`src/rtl/usr_pkg.sv`:
```
// Shared definitions for the universal-shift-register control path.
//   USR_* : mode codes driven onto the USR select input s
//   state_e : sequencer FSM state encoding
package usr_pkg;

  localparam logic [1:0] USR_HOLD = 2'b00;
  localparam logic [1:0] USR_SHL  = 2'b01;
  localparam logic [1:0] USR_SHR  = 2'b10;
  localparam logic [1:0] USR_LOAD = 2'b11;

  typedef enum logic [1:0] {
    ST_IDLE  = 2'd0,
    ST_LOAD  = 2'd1,
    ST_SHIFT = 2'd2,
    ST_DONE  = 2'd3
  } state_e;

endpackage

```
`src/rtl/usr_shift_sequencer.sv`:
```
// Upstream control stage for a universal shift register (USR).
// Accepts one job per valid/ready handshake, then drives the USR through
// one load cycle, N shift cycles (stretched by pause) and a done pulse.
//
// Ports:
//   clk, reset          clock, asynchronous active-high reset
//   in_valid/in_ready   job handshake
//   in_data/in_dir/in_fill/in_count  job: word, 0=right 1=left, serial fill, shifts
//   pause               freezes shifting while high (SHIFT state only)
//   usr_s/usr_i/usr_sinr/usr_sinl    registered USR controls (s/I/SINR/SINL)
//   busy, done          job in progress, one-cycle completion pulse
module usr_shift_sequencer #(
  parameter int W  = 4,
  parameter int CW = $clog2(W + 1)
) (
  input  logic          clk,
  input  logic          reset,
  input  logic          in_valid,
  output logic          in_ready,
  input  logic [W-1:0]  in_data,
  input  logic          in_dir,
  input  logic          in_fill,
  input  logic [CW-1:0] in_count,
  input  logic          pause,
  output logic [1:0]    usr_s,
  output logic [W-1:0]  usr_i,
  output logic          usr_sinr,
  output logic          usr_sinl,
  output logic          busy,
  output logic          done
);
  import usr_pkg::*;

  localparam logic [CW-1:0] CNT_MAX = CW'(W);

  // Control state
  state_e        state_q, state_d;
  logic [CW-1:0] cnt_q, cnt_d;
  logic          dir_q, dir_d;
  logic          fill_q, fill_d;

  // Registered outputs
  logic [1:0]    usr_s_q, usr_s_d;
  logic [W-1:0]  usr_i_q, usr_i_d;
  logic          usr_sinr_q, usr_sinr_d;
  logic          usr_sinl_q, usr_sinl_d;
  logic          busy_q, busy_d;
  logic          done_q, done_d;
  logic          in_ready_q, in_ready_d;

  // High when the cycle being entered is an active shift cycle.
  logic          shift_en;

  always_comb begin
    // NOTE: every signal gets a default before the case so no path leaves it
    // unassigned; otherwise synthesis would infer a latch to hold the old value.
    state_d  = state_q;
    cnt_d    = cnt_q;
    dir_d    = dir_q;
    fill_d   = fill_q;
    usr_i_d  = usr_i_q;
    shift_en = 1'b0;

    unique case (state_q)
      ST_IDLE: begin
        if (in_valid && in_ready_q) begin
          // The word is captured straight into the output register so it is
          // on usr_i during the load cycle and held afterwards.
          usr_i_d = in_data;
          dir_d   = in_dir;
          fill_d  = in_fill;
          cnt_d   = (in_count > CNT_MAX) ? CNT_MAX : in_count;
          state_d = ST_LOAD;
        end
      end

      ST_LOAD: begin
        if (cnt_q == '0) begin
          state_d = ST_DONE;
        end else begin
          state_d  = ST_SHIFT;
          shift_en = 1'b1;
        end
      end

      ST_SHIFT: begin
        // cnt_q counts shift cycles still owed including the one already on
        // the outputs; a paused edge neither consumes nor issues a shift,
        // so pauses only insert hold cycles.
        if (!pause) begin
          if (cnt_q == CW'(1)) begin
            state_d = ST_DONE;
          end else begin
            cnt_d    = cnt_q - CW'(1);
            shift_en = 1'b1;
          end
        end
      end

      ST_DONE: begin
        state_d = ST_IDLE;
      end

      default: begin
        state_d = ST_IDLE;
      end
    endcase

    // Moore output decode from the state being entered.
    usr_s_d    = USR_HOLD;
    usr_sinr_d = 1'b0;
    usr_sinl_d = 1'b0;
    busy_d     = (state_d != ST_IDLE);
    done_d     = (state_d == ST_DONE);
    in_ready_d = (state_d == ST_IDLE);

    if (state_d == ST_LOAD) begin
      usr_s_d = USR_LOAD;
    end else if (shift_en) begin
      usr_s_d    = dir_d ? USR_SHL : USR_SHR;
      usr_sinl_d = dir_d & fill_d;
      usr_sinr_d = ~dir_d & fill_d;
    end
  end

  always_ff @(posedge clk or posedge reset) begin
    if (reset) begin
      state_q    <= ST_IDLE;
      cnt_q      <= '0;
      dir_q      <= 1'b0;
      fill_q     <= 1'b0;
      usr_s_q    <= USR_HOLD;
      usr_i_q    <= '0;
      usr_sinr_q <= 1'b0;
      usr_sinl_q <= 1'b0;
      busy_q     <= 1'b0;
      done_q     <= 1'b0;
      in_ready_q <= 1'b0;
    end else begin
      // NOTE: non-blocking assignments so every flop samples the pre-edge
      // values regardless of statement order.
      state_q    <= state_d;
      cnt_q      <= cnt_d;
      dir_q      <= dir_d;
      fill_q     <= fill_d;
      usr_s_q    <= usr_s_d;
      usr_i_q    <= usr_i_d;
      usr_sinr_q <= usr_sinr_d;
      usr_sinl_q <= usr_sinl_d;
      busy_q     <= busy_d;
      done_q     <= done_d;
      in_ready_q <= in_ready_d;
    end
  end

  assign usr_s    = usr_s_q;
  assign usr_i    = usr_i_q;
  assign usr_sinr = usr_sinr_q;
  assign usr_sinl = usr_sinl_q;
  assign busy     = busy_q;
  assign done     = done_q;
  assign in_ready = in_ready_q;

endmodule

```
`config.mk`:
```
export PLATFORM = sky130hd
export DESIGN_NAME = usr_shift_sequencer
export DESIGN_NICKNAME = d
export VERILOG_FILES = /design/src/rtl/usr_pkg.sv /design/src/rtl/usr_shift_sequencer.sv
export SDC_FILE = /design/constraint.sdc
export NUM_CORES = 1
export LEC_CHECK = 0
export BUFFER_PORTS_ARGS = -buffer_cell sky130_fd_sc_hd__buf_2
export CAP_MARGIN = 25
export CORE_MARGIN = 2
export CORE_UTILIZATION = 50
export DETAILED_ROUTE_END_ITERATION = 8
export PLACE_DENSITY = 0.77
export SYNTH_ARGS = -nofsm -noshare
export SYNTH_HDL_FRONTEND = slang
export SYNTH_SLANG_ARGS = --single-unit
```
`constraint.sdc`:
```
create_clock -name clk -period 2.1 [get_ports clk]
set_input_delay 0.105 -clock clk [delete_from_list [all_inputs] [get_ports clk]]
set_output_delay 0.105 -clock clk [all_outputs]
set_load 0.1 [all_outputs]
```
==> results of run 1 <==
==> area by class of cell <==
| class | instances | area (um2) |
|---|---|---|
| fillers | 144 | 619 |
| clock buffers | 4 | 36.3 |
| inverters | 12 | 45.0 |
| well taps | 17 | 21.3 |
| flip-flops and latches | 18 | 450 |
| repair buffers | 24 | 125 |
| multi-input cells | 45 | 392 |
==> worst max-delay path by stage <==
stage / end / slack [ps] / cells after the start / from
5_1_grt: usr_s[0]$_DFF_PP0_ / 250 / 6 / state_q[0]$_DFF_PP0_
4_1_cts: usr_s[0]$_DFF_PP0_ / 350 / 6 / state_q[0]$_DFF_PP0_
3_3_place_gp: usr_s[1]$_DFF_PP0_ / 400 / 6 / state_q[0]$_DFF_PP0_
3_5_place_dp: usr_s[0]$_DFF_PP0_ / 350 / 6 / state_q[0]$_DFF_PP0_
6_report: usr_s[0]$_DFF_PP0_ / 350 / 6 / state_q[0]$_DFF_PP0_
2_1_floorplan: cnt_q[1]$_DFFE_PP0P_ / 150 / 4 / in_ready$_DFF_PP0_
==> placed cells by master, fill, tap and decap left out <==
cell,Yosys,routed
clkbuf_4,0,3
a2111oi_4,1,1
nand2b_1,2,2
mux2_1,1,1
and3_1,1,1
ha_1,7,7
a21boi_0,1,1
mux2_2,4,4
clkbuf_8,0,1
dlygate4sd3_1,0,1
o311ai_0,1,1
nor2_1,1,1
a22oi_1,1,1
o21ai_2,1,1
o2bb2ai_1,2,2
nor3_1,3,3
buf_2,0,23
a21o_1,1,1
mux2i_1,3,3
inv_1,10,10
nor2_2,1,1
nor4b_1,1,1
and4bb_1,1,1
dfrtp_1,18,18
and3b_1,1,1
o22ai_1,1,1
nand2_1,3,3
nor2b_1,1,1
nand3_2,1,1
a21oi_1,1,1
nand3_1,1,1
o21ai_1,3,3
inv_2,2,2
==> cell families after synthesis <==
family                   after synthesis  share of synthesized area (%)
AND/OR/NAND/NOR                       17                           12.0
multiplexers                           8                           9.73
flip-flops                            18                           50.8
AO/OA/AOI/OAI                         13                           12.6
adder cells (fa/ha/maj)                7                           9.87
buffers and inverters                 12                           5.08
==> sequential cells by signal, summed over array words and instances (netlist names) <==
signal and count:
usr_sinl 1, usr_s 2, usr_sinr 1, state_q 2
fill_q 1, busy 1, in_ready 1, cnt_q 3
dir_q 1, done 1, usr_i 4
==> stage by stage <==
stage | hold WS (ps) | area (um2) | util, % | setup slack, ps | instances
finish | 39.8 | 1070 | 63.3 | 348 | 120
CTS | 37.2 | 1070 | 63.3 | 351 | 120
floorplan | 43.6 | 887 | - | 152 | 75
detailed placement | 230 | 1020 | 60.6 | 354 | 115
global placement | 227 | 1020 | 60.6 | 402 | 115
global route | 35.7 | 1070 | 63.3 | 246 | 120
==> metal layers <==
| metal | routed length, um | part of all wire [%] | global-route usage, % |
|---|---|---|---|
| met3 | 51 | 3.3 | 2.35 |
| met2 | 734 | 48 | 28.3 |
| met5 | 0 | 0 | 0 |
| met4 | 29 | 1.9 | 6.86 |
| met1 | 710 | 47 | 19.1 |
==> worst max-delay path, cell delays in order (launching register included) <==
cell and delay (ps):
dfrtp_1 420, inv_1 110, ha_1 320, and4bb_1 280, a2111oi_4 280, nor2_2 90
o2bb2ai_1 140
==> timing repair <==
item                       CTS  global route
hold buffers                 1             0
buffers inserted             0             0
setup endpoints to repair    0             0
hold endpoints to repair    18             0
==> summary.md, run 1 <==
| Metric | Value |
|---|---|
| Status | `completed` |
| Synth top cells by count | `dfrtp_1, inv_1, ha_1` |
| RSZ-0062 raised after global routing | `false` |
| Worst endpoint data arrival time | `1920 ps` |
| Gr usage total | `16.0%` |
| Worst hold path depth | `2` |
| Worst setup EP type | `register` |
| Die height | `46.1 um` |
| Fmax | `0.571 GHz` |
| Gate Count Post-Synth | `75` |
| Least-Margin Pin Slew | `645 ps` |
| First-pass detailed-route iteration total | `4` |
| Root buffer cell | `clkbuf_4` |
| Routed Antenna Nets | `0` |
| Slew Viols, Final | `0` |
| Hpwl dp | `1.22 mm` |
| Gpl congestion | `0.839` |
| Initial antenna violation count | `0` |
| Ports | `24` |
| Worst R2R Setup Slack | `350 ps` |
| Synth cell types | `29` |
| Post-route DRC | `0` |
| # port buffers | `23` |
| Die area | `2130 um2` |
| Reg2reg path depth | `6` |
| Antenna Cells | `0` |
| Vias per cell | `5.28` |
| Seq cells post-synth | `18` |
| Placeable Area | `1690 um2` |
| Syn Area/Cell | `11.8 um2` |
| Fin crit period | `1750 ps` |
| Asr flop ratio synth | `100%` |
| Area leader, netlist | `dfrtp_1` |
| Req. time, crit path | `2270 ps` |
| Post-synth top area share | `50.8%` |
| Critical Path Fanout Max | `8` |
| Post-synth EDFFs | `0` |
| Clk pin slew, worst setup/hold paths | `100 ps` |
| # resized after CTS | `0` |
| Count of final hold-check violations | `0` |
| Initial Util | `52.5%` |
| Startpoint types | `register` |
| Share of cells above drive strength 1 | `35.9%` |
| Critical R2R Capture | `usr_s[0]$_DFF_PP0_` |
| Main synth FF type | `dfrtp_1` |
| Vias after detailed routing | `634` |
| Vias in the first global route | `596` |
| Worst hold path type | `input pin to register` |
| Hold Path End | `usr_i[1]$_DFFE_PP0P_` |
| Netlist Area Pre-Place | `887 um2` |
| Num rows | `15` |
| Max-slew headroom | `56.9%` |
| Die X | `46.1 um` |
| Global-route wire length before repair | `2.40 mm` |
| H-tree depth | `1` |
| Max-cap violations | `0` |
| Avg WL per Cell | `12.7 um` |
| Setup violators final | `0` |
| Largest net degree at the start of global routing | `19` |
| Routed wire length | `1.52 mm` |
| Clock buffer depth | `2` |
| R2R Path Start | `state_q[0]$_DFF_PP0_` |
| CTS tree | `yes` |
| Final Cycle Share | `83.4%` |
| Beginning of the worst hold path | `in_data[1]` |
| Area Growth Syn to Fin | `20.6%` |
| Register area share after synthesis | `50.8%` |
| Worst Skew | `2.57 ps` |
| Worst-Skew Late Latency | `290 ps` |
| DRT iter0 DRCs | `7` |
| TritonCTS Buffers | `3` |
| Top cells by area, synth | `dfrtp_1, ha_1, mux2_2` |
| Critical path class | `register to register` |
| Count leader, synth | `dfrtp_1` |
| Yosys synthesis warning count | `0` |
| Synth Net Count | `95` |
| Final TNS setup | `0 ps` |
| Nets@finish | `124` |
| CTS Sinks | `18` |
| Overflow after GRT | `0` |
Power of run 1 is left out: the tool's default activity adds up to more than one toggle a clock period on the data nets, which glitch-free logic cannot reach.
==> inputs of run 2 (changes only) <==
--- a/config.mk
+++ b/config.mk
@@ -5,12 +5,13 @@
 export SDC_FILE = /design/constraint.sdc
 export NUM_CORES = 1
 export LEC_CHECK = 0
+export ABC_AREA = 1
 export BUFFER_PORTS_ARGS = -buffer_cell sky130_fd_sc_hd__buf_2
 export CAP_MARGIN = 25
 export CORE_MARGIN = 2
 export CORE_UTILIZATION = 50
 export DETAILED_ROUTE_END_ITERATION = 8
-export PLACE_DENSITY = 0.77
+export PLACE_DENSITY = 0.76
 export SYNTH_ARGS = -nofsm -noshare
 export SYNTH_HDL_FRONTEND = slang
 export SYNTH_SLANG_ARGS = --single-unit
==> constraint.sdc (replaced) <==
create_clock -name clk -period 1.65 [get_ports clk]
set_input_delay 0.0825 -clock clk [delete_from_list [all_inputs] [get_ports clk]]
set_output_delay 0.0825 -clock clk [all_outputs]
set_load 0.1 [all_outputs]
==> summary.md, run 2 <==
| Metric | Value |
|---|---|
| Status | `completed` |
| Die height | `46.7 um (+1.3%)` |
| Num rows | `15 (unchanged)` |
| Max reg flops | `4 (unchanged)` |
| Avg WL per Cell | `10.1 um (-20%)` |
| Placed insts | `152 (+32%)` |
| Count of final hold-check violations | `0 (unchanged)` |
| CP max-delay cell | `dfrtp_1` |
| Critical path class | `register to register` |
| Main synth FF type | `dfrtp_1` |
| Worst-Skew Late Latency | `280 ps (about the same)` |
| Placeable Area | `1730 um2 (+2.2%)` |
| Worst setup EP type | `register` |
| Routed wire length | `1.63 mm (+7.0%)` |
| Post-route non-filler standard cell count | `161 (+34%)` |
| Die X | `46.7 um (+1.3%)` |
| Gpl congestion | `0.808 (-3.7%)` |
| Nets@finish | `157 (+27%)` |
| Commonest non-fill, non-tap cell in the layout | `nand2_1` |
| H-tree depth | `1 (unchanged)` |
| Top cells by area, synth | `dfrtp_1, nand2_1, ha_1` |
| Initial antenna violation count | `0 (unchanged)` |
| Register area share after synthesis | `49.4% (-1.4 points)` |
| Count leader, synth | `nand2_1` |
| Least-Margin Pin Slew | `638 ps (-7.08 ps)` |
| Vias in the first global route | `696 (+17%)` |
| Largest net degree at the start of global routing | `19 (unchanged)` |
| Overflow after GRT | `0 (unchanged)` |
| Area leader, netlist | `dfrtp_1` |
| Synth cell types | `16 (-45%)` |
| Post-synth top area share | `49.4% (-1.4 points)` |
| Design area | `1150 um2 (+7.1%)` |
| Startpoint types | `register` |
| Setup violators final | `0 (unchanged)` |
| Worst endpoint data arrival time | `1630 ps (-290 ps)` |
| Antenna Cells | `0 (unchanged)` |
| Worst Skew | `2.06 ps (-0.507 ps)` |
| Fmax | `0.684 GHz (+20%)` |
| Clk pin slew, worst setup/hold paths | `90 ps (about the same)` |
| TritonCTS Buffers | `3 (unchanged)` |
| # resized after CTS | `0 (unchanged)` |
| Gate Count Post-Synth | `104 (+39%)` |
| Clock buffer depth | `2 (unchanged)` |
| Synth Net Count | `124 (+31%)` |
| RSZ-0062 raised after global routing | `false` |
| Syn Area/Cell | `8.77 um2 (-26%)` |
| Cts hold-fix bufs | `5 (+4)` |
| Hpwl dp | `1.28 mm (+5.4%)` |
| Vias after detailed routing | `738 (+16%)` |
| Final TNS setup | `0 ps (unchanged)` |
| Max-cap violations | `0 (unchanged)` |
| First-pass detailed-route iteration total | `4 (unchanged)` |
| Critical path's top delay family | `flip-flops` |
| Max-slew headroom | `57.4% (+0.47 points)` |
| Worst hold path type | `input pin to register` |
| Hold Worst Slack | `53.9 ps (+14.0 ps)` |
| Ports | `24 (unchanged)` |
| Placed cell areas | `1060 um2 (+3.5%)` |
| Layout fillers | `153 (+6.3%)` |
| Post-route DRC | `0 (unchanged)` |
| Req. time, crit path | `1820 ps (-450 ps)` |
| Global-route wire length before repair | `2.73 mm (+13%)` |
| Die area | `2180 um2 (+2.6%)` |
| Routed Antenna Nets | `0 (unchanged)` |
| Seq cells post-synth | `18 (unchanged)` |
| Max stage delay on crit path | `390 ps (-30 ps)` |
| Synth top cells by count | `nand2_1, dfrtp_1, inv_1` |
| Post-CTS Setup Inserts | `0 (unchanged)` |
| CTS tree | `yes` |
| DRT iter0 DRCs | `17 (+10)` |
| Final Cycle Share | `88.6% (+5.2 points)` |
| Asr flop ratio synth | `100% (unchanged)` |
| Share of cells above drive strength 1 | `29.4% (-6.5 points)` |
| # port buffers | `23 (unchanged)` |
| CTS Sinks | `18 (unchanged)` |
| Fin crit period | `1460 ps (-290 ps)` |
| Worst path cell trace | `inv_1, ha_1, nand3_4, o21ai_1, nand2_2, nor2_1, a21oi_1` |
| Initial Util | `52.8% (+0.31 points)` |
| Area Growth Syn to Fin | `25.7%` |
| Gr usage total | `17.9% (+1.9 points)` |
| Root buffer cell | `clkbuf_4` |
| Crit path buffers/inverters | `1 (unchanged)` |
| Slew Viols, Final | `0 (unchanged)` |
| Yosys synthesis warning count | `0 (unchanged)` |
| Netlist Area Pre-Place | `912 um2 (+2.8%)` |
| Commonest non-fill, non-tap cells in the layout | `nand2_1, buf_2, dfrtp_1` |
| Post-synth EDFFs | `0 (unchanged)` |
| Vias per cell | `4.58 (-13%)` |
| Critical Path Fanout Max | `9 (+1)` |
run 2: per-stage QoR:
stage	setup slack, ps	utilization (%)
4_1_cts	171	66.4
2_1_floorplan	276	-
6_report	188	66.4
3_5_place_dp	184	61.4
3_3_place_gp	273	61.4
5_1_grt	23.0	66.4
run 2: cell type report:
cell class | instances | area (um2) | area share, %
well taps | 25 | 31.3 | 2.73
multi-input cells | 68 | 394 | 34.4
repair buffers | 28 | 165 | 14.4
flip-flops and latches | 18 | 452 | 39.4
clock buffers | 4 | 36.3 | 3.17
inverters | 18 | 67.6 | 5.90
run 2: cells by family after synthesis:
kind of cell	share of synthesized area (%)
AOI/OAI and AO/OA	7.00
adders and majority gates	9.60
buffers and inverters	7.41
DFF	49.4
and+or+nand+nor	26.6
run 2: path summary, 6_finish.rpt:
| kind | startpoint | end | slack [ps] | depth (start not counted) |
|---|---|---|---|---|
| setup / recovery | state_q[0]$_DFF_PP0_ | cnt_q[2]$_DFFE_PP0P_ | 190 | 7 |
| hold / removal | in_fill | fill_q$_DFF_PP0_ | 50 | 3 |
| setup reg to reg | state_q[0]$_DFF_PP0_ | cnt_q[2]$_DFFE_PP0P_ | 190 | 7 |
| hold reg to reg | usr_i[0]$_DFFE_PP0P_ | usr_i[0]$_DFFE_PP0P_ | 490 | 2 |
| max in group asynchronous | reset | in_ready$_DFF_PP0_ | 780 | 3 |
| min in group asynchronous | reset | usr_i[0]$_DFFE_PP0P_ | 420 | 3 |
run 2: routing by layer:
metal | wire length, um | GRT usage (%) | vias up
met5 | 0 | 0 | -
met4 | 10 | 3.33 | 0
met3 | 72 | 5.88 | 2
met2 | 831 | 32.5 | 18
met1 | 717 | 20.7 | 336
li1 | - | - | 382
run 2: worst min-delay path, delay by kind of cell:
family | cells | cell delay (ps)
buf+inv | 2 | 160
compound gates | 1 | 70
Power of run 2 is left out for the same reason.
==> inputs of run 3 (changes only) <==
--- a/config.mk
+++ b/config.mk
@@ -11,6 +11,7 @@
 export CORE_MARGIN = 2
 export CORE_UTILIZATION = 50
 export DETAILED_ROUTE_END_ITERATION = 8
+export MAX_ROUTING_LAYER = met4
 export PLACE_DENSITY = 0.76
 export SYNTH_ARGS = -nofsm -noshare
 export SYNTH_HDL_FRONTEND = slang
==> summary.md, run 3 (synthesized netlist as in run 2, its figures left out) <==
| Metric | Value |
|---|---|
| Gr usage total | `18.5% (+0.59 points)` |
| Die area | `2180 um2 (unchanged)` |
| Slew Viols, Final | `0 (unchanged)` |
| CP max-delay cell | `dfrtp_1` |
| Crit path buffers/inverters | `1 (unchanged)` |
| Die height | `46.7 um (unchanged)` |
| Routed wire length | `1.63 mm (+0.18%)` |
| Fin crit period | `1460 ps (+2.02 ps)` |
| Req. time, crit path | `1820 ps (about the same)` |
| Worst hold path depth | `3 (unchanged)` |
| Die X | `46.7 um (unchanged)` |
| Largest net degree at the start of global routing | `19 (unchanged)` |
| Antenna Cells | `0 (unchanged)` |
| Area Growth Syn to Fin | `25.7% (unchanged)` |
| Critical R2R Capture | `cnt_q[2]$_DFFE_PP0P_` |
| Layout fillers | `153 (unchanged)` |
| # port buffers | `23 (unchanged)` |
| Num rows | `15 (unchanged)` |
| TritonCTS Buffers | `3 (unchanged)` |
| Max-cap violations | `0 (unchanged)` |
| Post-CTS Setup Inserts | `0 (unchanged)` |
| Beginning of the worst hold path | `in_fill` |
| Vias per cell | `4.63 (+0.95%)` |
| CTS tree | `yes` |
| Setup violators final | `0 (unchanged)` |
| Placeable Area | `1730 um2 (unchanged)` |
| Critical path class | `register to register` |
| Hold Worst Slack | `52.4 ps (-1.48 ps)` |
| Worst path cell trace | `inv_1, ha_1, nand3_4, o21ai_1, nand2_2, nor2_1, a21oi_1` |
| First-pass detailed-route iteration total | `4 (unchanged)` |
| Final TNS setup | `0 ps (unchanged)` |
| Routed Antenna Nets | `0 (unchanged)` |
| Root buffer cell | `clkbuf_4` |
| Avg WL per Cell | `10.1 um (+0.18%)` |
| Worst Skew | `1.99 ps (-0.0774 ps)` |
| Ports | `24 (unchanged)` |
| RSZ-0062 raised after global routing | `false` |
| Count of final hold-check violations | `0 (unchanged)` |
| Max stage delay on crit path | `390 ps (about the same)` |
| Hpwl dp | `1.28 mm (unchanged)` |
| WL met2 | `837 um (+0.72%)` |
| CTS Sinks | `18 (unchanged)` |
| Worst setup EP type | `register` |
| Fmax | `0.683 GHz (-0.14%)` |
| Commonest non-fill, non-tap cells in the layout | `nand2_1, buf_2, dfrtp_1` |
| H-tree depth | `1 (unchanged)` |
| Crit path depth | `7 (unchanged)` |
| Initial Util | `52.8% (unchanged)` |
| # resized after CTS | `0 (unchanged)` |
| Clk pin slew, worst setup/hold paths | `90 ps (about the same)` |
| Reg2reg path depth | `7 (unchanged)` |
| Post-route DRC | `0 (unchanged)` |
| Gpl congestion | `0.820 (+1.5%)` |
| Least-Margin Pin Slew | `635 ps (-3.28 ps)` |
| Global-route wire length before repair | `2.72 mm (-0.26%)` |
| Hold Path End | `fill_q$_DFF_PP0_` |
| Vias after detailed routing | `745 (+0.95%)` |
| Critical Path Fanout Max | `9 (unchanged)` |
| Overflow after GRT | `0 (unchanged)` |
| Post-route non-filler standard cell count | `161 (unchanged)` |
| Worst hold path type | `input pin to register` |
| R2R Path Start | `state_q[0]$_DFF_PP0_` |
| Worst endpoint data arrival time | `1640 ps (about the same)` |
| Vias in the first global route | `697 (+0.14%)` |
| Wire length on met3 | `63 um (-13%)` |
| DRT iter0 DRCs | `19 (+2)` |
| Final Cycle Share | `88.7% (+0.12 points)` |
| Nets@finish | `157 (unchanged)` |
| Worst R2R Setup Slack | `190 ps (about the same)` |
| Placed insts | `152 (unchanged)` |
| Cts hold-fix bufs | `5 (unchanged)` |
| Max reg flops | `4 (unchanged)` |
| Max layer used | `met4` |
| Wire length on met1 | `724 um (+0.98%)` |
| Critical path's top delay family | `flip-flops` |
| Clock buffer depth | `2 (unchanged)` |
| Share of cells above drive strength 1 | `29.4% (unchanged)` |
| Max-slew headroom | `57.6% (+0.22 points)` |
| Status | `completed` |
| Worst-Skew Late Latency | `290 ps (about the same)` |
| Commonest non-fill, non-tap cell in the layout | `nand2_1` |
| Initial antenna violation count | `0 (unchanged)` |
| Startpoint types | `register` |
-- run 3: final cells by class --
type / instances / area (um2) / area share [%]
clock buffer: 4 / 36.3 / 3.17
inverter: 18 / 67.6 / 5.90
multi-input combinational: 68 / 394 / 34.4
sequential: 18 / 452 / 39.4
tap: 25 / 31.3 / 2.73
timing repair buffer: 28 / 165 / 14.4
-- run 3: worst max-delay path by stage --
| stage | from | endpoint | slack, ps |
|---|---|---|---|
| 2_1_floorplan | in_ready$_DFF_PP0_ | usr_sinr$_DFF_PP0_ | 280 |
| 3_3_place_gp | state_q[0]$_DFF_PP0_ | cnt_q[2]$_DFFE_PP0P_ | 270 |
| 3_5_place_dp | state_q[0]$_DFF_PP0_ | cnt_q[2]$_DFFE_PP0P_ | 180 |
| 4_1_cts | state_q[0]$_DFF_PP0_ | cnt_q[2]$_DFFE_PP0P_ | 170 |
| 5_1_grt | state_q[0]$_DFF_PP0_ | cnt_q[2]$_DFFE_PP0P_ | 20 |
| 6_report | state_q[0]$_DFF_PP0_ | cnt_q[2]$_DFFE_PP0P_ | 190 |
-- run 3: through the flow --
stage	setup slack [ps]	cell area [um2]	utilization (%)
after floorplan	276	913	-
after global placement	273	1060	61.4
after detailed placement	184	1060	61.4
after CTS	171	1150	66.4
after global routing	22.9	1150	66.4
final	186	1150	66.4
-- run 3: per-layer routing --
layer / vias up / GRT usage [%]
met3: 2 / 5.88
met2: 13 / 32.5
li1: 384 / -
met5: - / -
met4: 0 / 3.33
met1: 346 / 20.7
-- run 3: worst reg2reg max path: cells and delay by family (launching register included) --
| kind | cells | cell delay (ps) |
|---|---|---|
| DFF | 1 | 390 |
| and+or+nand+nor | 3 | 370 |
| adders and majority gates | 1 | 270 |
| AOI/OAI and AO/OA | 2 | 180 |
| buffers and inverters | 1 | 140 |
Power of run 3 is left out for the same reason.
